===== config.mk =====
export PLATFORM = sky130hd
export DESIGN_NAME = mem_arbiter
export DESIGN_NICKNAME = d
export VERILOG_FILES = /design/src/rtl/mem_arbiter_pkg.sv /design/src/rtl/mem_arbiter_rr_arb2.sv /design/src/rtl/mem_arbiter.sv
export SDC_FILE = /design/constraint.sdc
export NUM_CORES = 1
export LEC_CHECK = 0
export ABC_AREA = 1
export CAP_MARGIN = 10
export CORE_AREA = 3 3 71 73
export DETAILED_ROUTE_END_ITERATION = 10
export DIE_AREA = 0 0 74 76
export PLACE_DENSITY_LB_ADDON = 0.25
export SYNTH_ARGS = -nofsm -noshare
export SYNTH_HDL_FRONTEND = slang
export SYNTH_SLANG_ARGS = --single-unit

===== constraint.sdc =====
create_clock -name clk -period 2.8 [get_ports clk]
set_input_delay 0.56 -clock clk [delete_from_list [all_inputs] [get_ports clk]]
set_output_delay 0.56 -clock clk [all_outputs]
set_load 0.01 [all_outputs]

===== src/rtl/mem_arbiter_pkg.sv =====
`default_nettype none
// ============================================================================
// Module   : mem_arbiter_pkg
// Purpose  : Shared types and constants for the two-port memory read arbiter.
// Revision : 1.0 - initial release
// ============================================================================
package mem_arbiter_pkg;

    localparam int c_addr_w_default = 16;
    localparam int c_data_w_default = 16;
    localparam int c_cnt_w          = 4;

    // Requester indices
    localparam logic c_fetch = 1'b0;
    localparam logic c_data  = 1'b1;

    typedef logic [1:0] state_t;

    localparam state_t c_st_idle = 2'd0;
    localparam state_t c_st_addr = 2'd1;
    localparam state_t c_st_wait = 2'd2;
    localparam state_t c_st_done = 2'd3;

    function automatic logic [1:0] idx_to_onehot(input logic idx);
        return idx ? 2'b10 : 2'b01;
    endfunction

endpackage
`default_nettype wire


===== src/rtl/mem_arbiter_rr_arb2.sv =====
`default_nettype none
// ============================================================================
// Module   : rr_arb2
// Purpose  : Two-input round-robin arbiter; on contention grants the requester
//            that was not served last.
// Revision : 1.0 - initial release
// ============================================================================
module rr_arb2 (
    input  logic [1:0] i_req,
    input  logic       i_last,
    output logic [1:0] o_gnt
);

    always_comb begin
        o_gnt = 2'b00;
        case (i_req)
            2'b01:   o_gnt = 2'b01;
            2'b10:   o_gnt = 2'b10;
            2'b11:   o_gnt = i_last ? 2'b01 : 2'b10;
            default: o_gnt = 2'b00;
        endcase
    end

endmodule
`default_nettype wire


===== src/rtl/mem_arbiter.sv =====
`default_nettype none
// ============================================================================
// Module   : mem_arbiter
// Purpose  : Arbitrates fetch/data read requests onto one fixed-latency memory
//            port (MAR/LDMAR/MDR) using an IDLE-ADDR-WAIT-DONE sequence.
// Revision : 1.0 - initial release
// ============================================================================
module mem_arbiter
    import mem_arbiter_pkg::*;
#(
    parameter int ADDR_W      = c_addr_w_default,
    parameter int DATA_W      = c_data_w_default,
    parameter int WAIT_CYCLES = 2
) (
    input  logic              clk,
    input  logic              rst_n,
    input  logic [1:0]        req_valid,
    input  logic [ADDR_W-1:0] req_addr0,
    input  logic [ADDR_W-1:0] req_addr1,
    output logic [1:0]        req_ready,
    output logic [1:0]        rsp_valid,
    output logic [DATA_W-1:0] rsp_data,
    output logic [ADDR_W-1:0] MAR,
    output logic              LDMAR,
    input  logic [DATA_W-1:0] MDR,
    output logic              busy
);

    localparam logic [c_cnt_w-1:0] c_wait = WAIT_CYCLES[c_cnt_w-1:0];

    state_t              r_state;
    logic [ADDR_W-1:0]   r_mar;
    logic [DATA_W-1:0]   r_rsp_data;
    logic [c_cnt_w-1:0]  r_cnt;
    logic                r_winner;
    logic                r_last;

    logic [1:0]          w_gnt;
    logic [1:0]          w_grant_idle;

    rr_arb2 u_rr_arb2 (
        .i_req  (req_valid),
        .i_last (r_last),
        .o_gnt  (w_gnt)
    );

    always_comb begin
        w_grant_idle = 2'b00;
        if (r_state == c_st_idle) begin
            w_grant_idle = w_gnt;
        end
    end

    // rst_n gates only the output so no grant is visible while reset is held
    assign req_ready = w_grant_idle & {2{rst_n}};
    assign rsp_valid = (r_state == c_st_done) ? idx_to_onehot(r_winner) : 2'b00;
    assign LDMAR     = (r_state == c_st_addr);
    assign busy      = (r_state != c_st_idle);
    assign MAR       = r_mar;
    assign rsp_data  = r_rsp_data;

    always_ff @(posedge clk or negedge rst_n) begin
        if (!rst_n) begin
            r_state    <= c_st_idle;
            r_mar      <= '0;
            r_rsp_data <= '0;
            r_cnt      <= '0;
            r_winner   <= c_fetch;
            r_last     <= c_data;
        end else begin
            case (r_state)
                c_st_idle: begin
                    if (|w_grant_idle) begin
                        r_mar    <= w_grant_idle[1] ? req_addr1 : req_addr0;
                        r_winner <= w_grant_idle[1];
                        r_state  <= c_st_addr;
                    end
                end
                c_st_addr: begin
                    r_cnt <= c_wait;
                    if (c_wait == '0) begin
                        r_rsp_data <= MDR;
                        r_state    <= c_st_done;
                    end else begin
                        r_state <= c_st_wait;
                    end
                end
                c_st_wait: begin
                    r_cnt <= r_cnt - 1'b1;
                    if (r_cnt == 4'd1) begin
                        r_rsp_data <= MDR;
                        r_state    <= c_st_done;
                    end
                end
                c_st_done: begin
                    r_last  <= r_winner;
                    r_state <= c_st_idle;
                end
                default: begin
                    r_state <= c_st_idle;
                end
            endcase
        end
    end

endmodule
`default_nettype wire

Word level (Yosys, flattened, before mapping). Index checks and enable logic that the tools add are counted.

$add $sub $neg: 1. Equal/unequal tests: 9. Multiplexer cells: 10. Bitwise logic cells: 1. Reduce and logical (&&, ||, !) cells: 7.

Operators by type and width (number): 2-to-1 mux 16 bit (1); 2-to-1 mux 2 bit (6); == test 2 bit, second input constant (4); one-hot mux 2 bit (4 select lines) (1); one-hot mux 4 bit (2 select lines) (1); one-hot mux 2 bit (3 select lines) (1); AND reduction 2 bit (3); == test 2 x 1 -> 1 bit, second input constant (2); == test 4 x 1 -> 1 bit, second input constant (1); nonzero test 2 bit (2); subtractor 4 x 1 -> 4 bit, second input constant (1); AND 2 bit (1); logical NOT 2 bit (1); != test 2 x 1 -> 1 bit, second input constant (1); != test 2 bit, second input constant (1); OR reduction 2 bit (1).

Register bits after elaboration: 40. Input port bits: 52. Word-level logic and storage cells: 34.

Depth between registers and ports, before layout. Gate-level depths: netlist (run 1).

Word-level depth: 6. Mapped depth: 9. Mapped depth without buffers: 9.

Cells and area by module. From an unflattened synthesis (run 1), not the netlist that was laid out.

Cells, all modules: 258. Area, all modules: 2026.9 sq um.

Modules (own cells, without submodules): mem_arbiter (instances 1, cells each 253, area an instance 2005.7 sq um, seq. area each 1002.2 sq um); rr_arb2 (instances 1, cells each 5, area an instance 21.3 sq um, seq. area each 0.0 sq um).

Worst setup path after synthesis (run 1). OpenSTA, ideal clock, no wires.

Path kind: register to output. From: register r_state[0]. To: output port req_ready[1]. Arrival time: 1.240 ns. Data required time: 2.240 ns. Slack: 1.000 ns. Cell stages (with the launch flop): 8. Cell sequence: dfrtp_1 > inv_1 > ha_1 > nand2_2 > inv_4 > nand2_4 > buf_6 > nor2_1.

Cells in the longest elaborated chain, start to end: 3.

RTL lines: from (decl) (RTL line mem_arbiter.sv:31) `state_t r_state;`; from (signal assigned) (RTL line mem_arbiter.sv:64) `r_state <= c_st_idle;`; from (signal assigned) (RTL line mem_arbiter.sv:76) `r_state <= c_st_addr;`; from (signal assigned) (RTL line mem_arbiter.sv:83) `r_state <= c_st_done;`; logical NOT 2 bit (RTL line mem_arbiter.sv:49) `if (r_state == c_st_idle) begin`; 2-to-1 mux 2 bit (RTL line mem_arbiter.sv:49); AND 2 bit (RTL line mem_arbiter.sv:55) `assign req_ready = w_grant_idle & {2{rst_n}};`; to (decl) (RTL line mem_arbiter.sv:20) `output logic [1:0] req_ready,`.

No other way between the ends.

Worst setup path in the final report (run 1).
From: input port req_valid[0]. To: output port req_ready[0].

Cells in the longest elaborated chain, start to end: 4.

RTL lines: from (decl) (RTL line mem_arbiter.sv:17) `input logic [1:0] req_valid,`; == test 2 bit or == test 2 x 1 -> 1 bit (tied branches) (RTL line mem_arbiter_rr_arb2.sv:16) `case (i_req)`; one-hot mux 2 bit (3 select lines) (*) (RTL line mem_arbiter_rr_arb2.sv:16); 2-to-1 mux 2 bit (*) (RTL line mem_arbiter.sv:49); AND 2 bit (*) (RTL line mem_arbiter.sv:55).

Mark *: on every way between the ends. The rest lies on a longest branch, timed or not.

==> flow_metrics.env, run 1 <==
export IMPL_fin_skew_ps=4.35
export IMPL_io_buffers=89
export IMPL_wl_mm=4.82
export IMPL_p_per_area_nw_per_um2=922
export IMPL_dpl_cell_count=386
export IMPL_placed_area_um2=2930
export IMPL_core_area_um2=4410
export IMPL_p_leak_nw=1.55
export IMPL_grt_usage=0.182
export IMPL_cts_tree="built"
export IMPL_post_route_period_util=0.893
export IMPL_grt_max_degree=41
export IMPL_cts_buffers=5
export IMPL_cts_setup_buffers=0
export IMPL_utilization=0.685
export IMPL_finalSetupViolations=0
export IMPL_fin_area_um2=3020
export IMPL_fp_row_count=24
export IMPL_dp_hpwl_mm=3.54
export IMPL_synth_distinct_cells=23
export IMPL_stdcell_count=394
export IMPL_clk_latency_ps=280
export IMPL_synth_net_count=308
export IMPL_final_hold_violation_count=0
export IMPL_fmax_mhz=400
export IMPL_vias_per_cell=4.69
export IMPL_initial_core_util=0.456
export IMPL_htree_levels=2
export IMPL_multi_input_area_um2=785
export IMPL_ios=90
export IMPL_synth_edff_count=0
export IMPL_yosysWarnings=0
export IMPL_reg2reg_depth=7
export IMPL_nNetsFinal=399
export IMPL_overflow=0
export IMPL_drt_iter0_markers=57
export IMPL_root_buffer="clkbuf_8"
export IMPL_cp_data_arrival_time_ps=1940
export IMPL_hold_path_class="in2async"
export IMPL_wl_per_cell_um=12.2
export IMPL_rsz0062_at_grt="false"
export IMPL_cts_sinks=40
export IMPL_synthCells=250
export IMPL_rr_startpoint="r_state[0]"
export IMPL_period_needed_ps=2500
export IMPL_synthArstFlopShare=1.00
export IMPL_area_growth_pct=50.2
export IMPL_antennaDiodeCount=0
export IMPL_grt_pass1_vias=1874
export IMPL_seq_area_frac_synth=0.498
export IMPL_dieWidth_um=74
export IMPL_ant_nets=0
export IMPL_run_status="finished clean"
export IMPL_place_gp_congestion=0.818
export IMPL_drc=0
export IMPL_dieArea_um2=5620
export IMPL_drv_slew=0
export IMPL_grt_first_pass_wirelength_mm=8.24
export IMPL_drt_first_pass_iters=4
export IMPL_cts_hold_buf=0
export IMPL_r2r_slack_ps=1120
export IMPL_timing_rr_end="MAR[6]"
export IMPL_clockBufferDepth=2
export IMPL_vdd_drop_max_uv=516
export IMPL_clk_pin_slew_ps=70
export IMPL_antenna_found_initial=0
export IMPL_maxSlewHeadroom=0.640
export IMPL_vias=1848
export IMPL_drive_gt1_frac=0.0556
export IMPL_tightest_slew_ps=540
export IMPL_required_ps=2240
export IMPL_regArea_um2=1000
export IMPL_cap_violations=0
export IMPL_cp_start_kind="input pin"
export IMPL_ys_ff_latch=40
export IMPL_cts_resized=0
export IMPL_finalSetupTns_ps=0
export IMPL_synth_top_flop_cell="dfrtp_1"
export IMPL_end_kind="output port"
export IMPL_syn_area_per_cell_um2=8.05
export IMPL_fill_cells=369
export IMPL_cp_max_fo=3
export IMPL_die_h_um=76
export IMPL_crit_type="in2out"
export IMPL_synth_area_um2=2010
through the flow:
stage                     hold slack [ps]  total power [mW]  setup WS (ps)
after global routing                  390              3.03            118
after CTS                             370              2.83            298
after floorplan                       264              1.75           1000
after detailed placement              467              2.43            304
final                                 347              2.79            299
after global placement                462              2.39            323
cell usage after synthesis (2+ instances only):
cell type  number  area, um^2
buf_2           4        20.0
nand3_1        21         105
dfrtp_1        39         976
inv_1          41         154
o21ai_0        12        60.1
nand3b_1       15         113
ha_1            6        75.1
buf_6           2        22.5
nand2_1        81         304
o21ai_1         6        30.0
a31oi_1         2        12.5
nor2_1          7        26.3
buf_4           2        15.0
nand2_2         3        18.8
layer usage:
| layer | vias to the layer above | share of wire | track usage | routed length [um] |
|---|---|---|---|---|
| met3 | 4 | 0.086 | 0.0594 | 417 |
| met4 | 0 | 0.0052 | 0.0308 | 25 |
| li1 | 950 | - | - | - |
| met2 | 68 | 0.47 | 0.312 | 2270 |
| met1 | 826 | 0.44 | 0.224 | 2110 |
| met5 | - | 0 | 0 | 0 |
where the power goes:
| group | switching, mW | total (mW) | internal [mW] |
|---|---|---|---|
| clock | 0.183 | 0.384 | 0.201 |
| combinational | 0.720 | 1.42 | 0.703 |
| sequential | 0.146 | 0.979 | 0.834 |
| total | 1.05 | 2.79 | 1.74 |
layout by cell type (no fill, tap or decap), types with 2 or more instances in the layout:
cell type	instances
clkdlybuf4s50_1	88
clkbuf_1	2
nor2_1	7
nand2_1	81
a31oi_1	2
o21ai_0	12
o21ai_1	6
nand2_2	3
nand3_1	21
ha_1	6
inv_1	41
buf_4	4
nand3b_1	15
dfrtp_1	39
clkbuf_8	6
cells by family (layout without fill, tap and decap cells):
group	Yosys count	count (layout)	synth area share
AND/OR/NAND/NOR	130	130	0.295
flip-flops	40	40	0.498
AO/OA/AOI/OAI	22	22	0.0572
adder cells (fa/ha/maj)	6	6	0.0373
buffers and inverters	52	144	0.112
critical path: stages:
cell	delay (ps)
clkdlybuf4s50_1	500
nand2_1	100
a211oi_1	200
clkdlybuf4s50_1	580
layout make-up:
cell class | instances | area share
Sequential cell | 40 | 0.332
Inverter | 43 | 0.0542
Clock buffer | 8 | 0.0298
Tap cell | 52 | 0.0215
Timing Repair Buffer | 93 | 0.303
Multi-Input combinational cell | 158 | 0.260
registers in the layout, summed over array words and instances, names as in the netlist:
signal,count
r_state,2
r_winner,1
rsp_data,16
MAR,16
r_cnt,4
r_last,1
worst max path at each step:
stage          slack (ps)  depth (start not counted)    startpoint      endpoint
2_1_floorplan        1000                          7    r_state[0]  req_ready[1]
3_3_place_gp          320                          6  req_valid[1]  req_ready[1]
3_5_place_dp          300                          4  req_valid[0]  req_ready[0]
4_1_cts               300                          7    r_state[0]  req_ready[1]
5_1_grt               120                          5    r_state[0]  req_ready[0]
6_report              300                          4  req_valid[0]  req_ready[0]
Power figures use the tool's default switching activity.
==> inputs of run 2 (changes only) <==
- SETUP_SLACK_MARGIN: not set -> 0.02
==> results of run 2 <==
The final DEF is identical to that of run 1; final timing and power are the same.
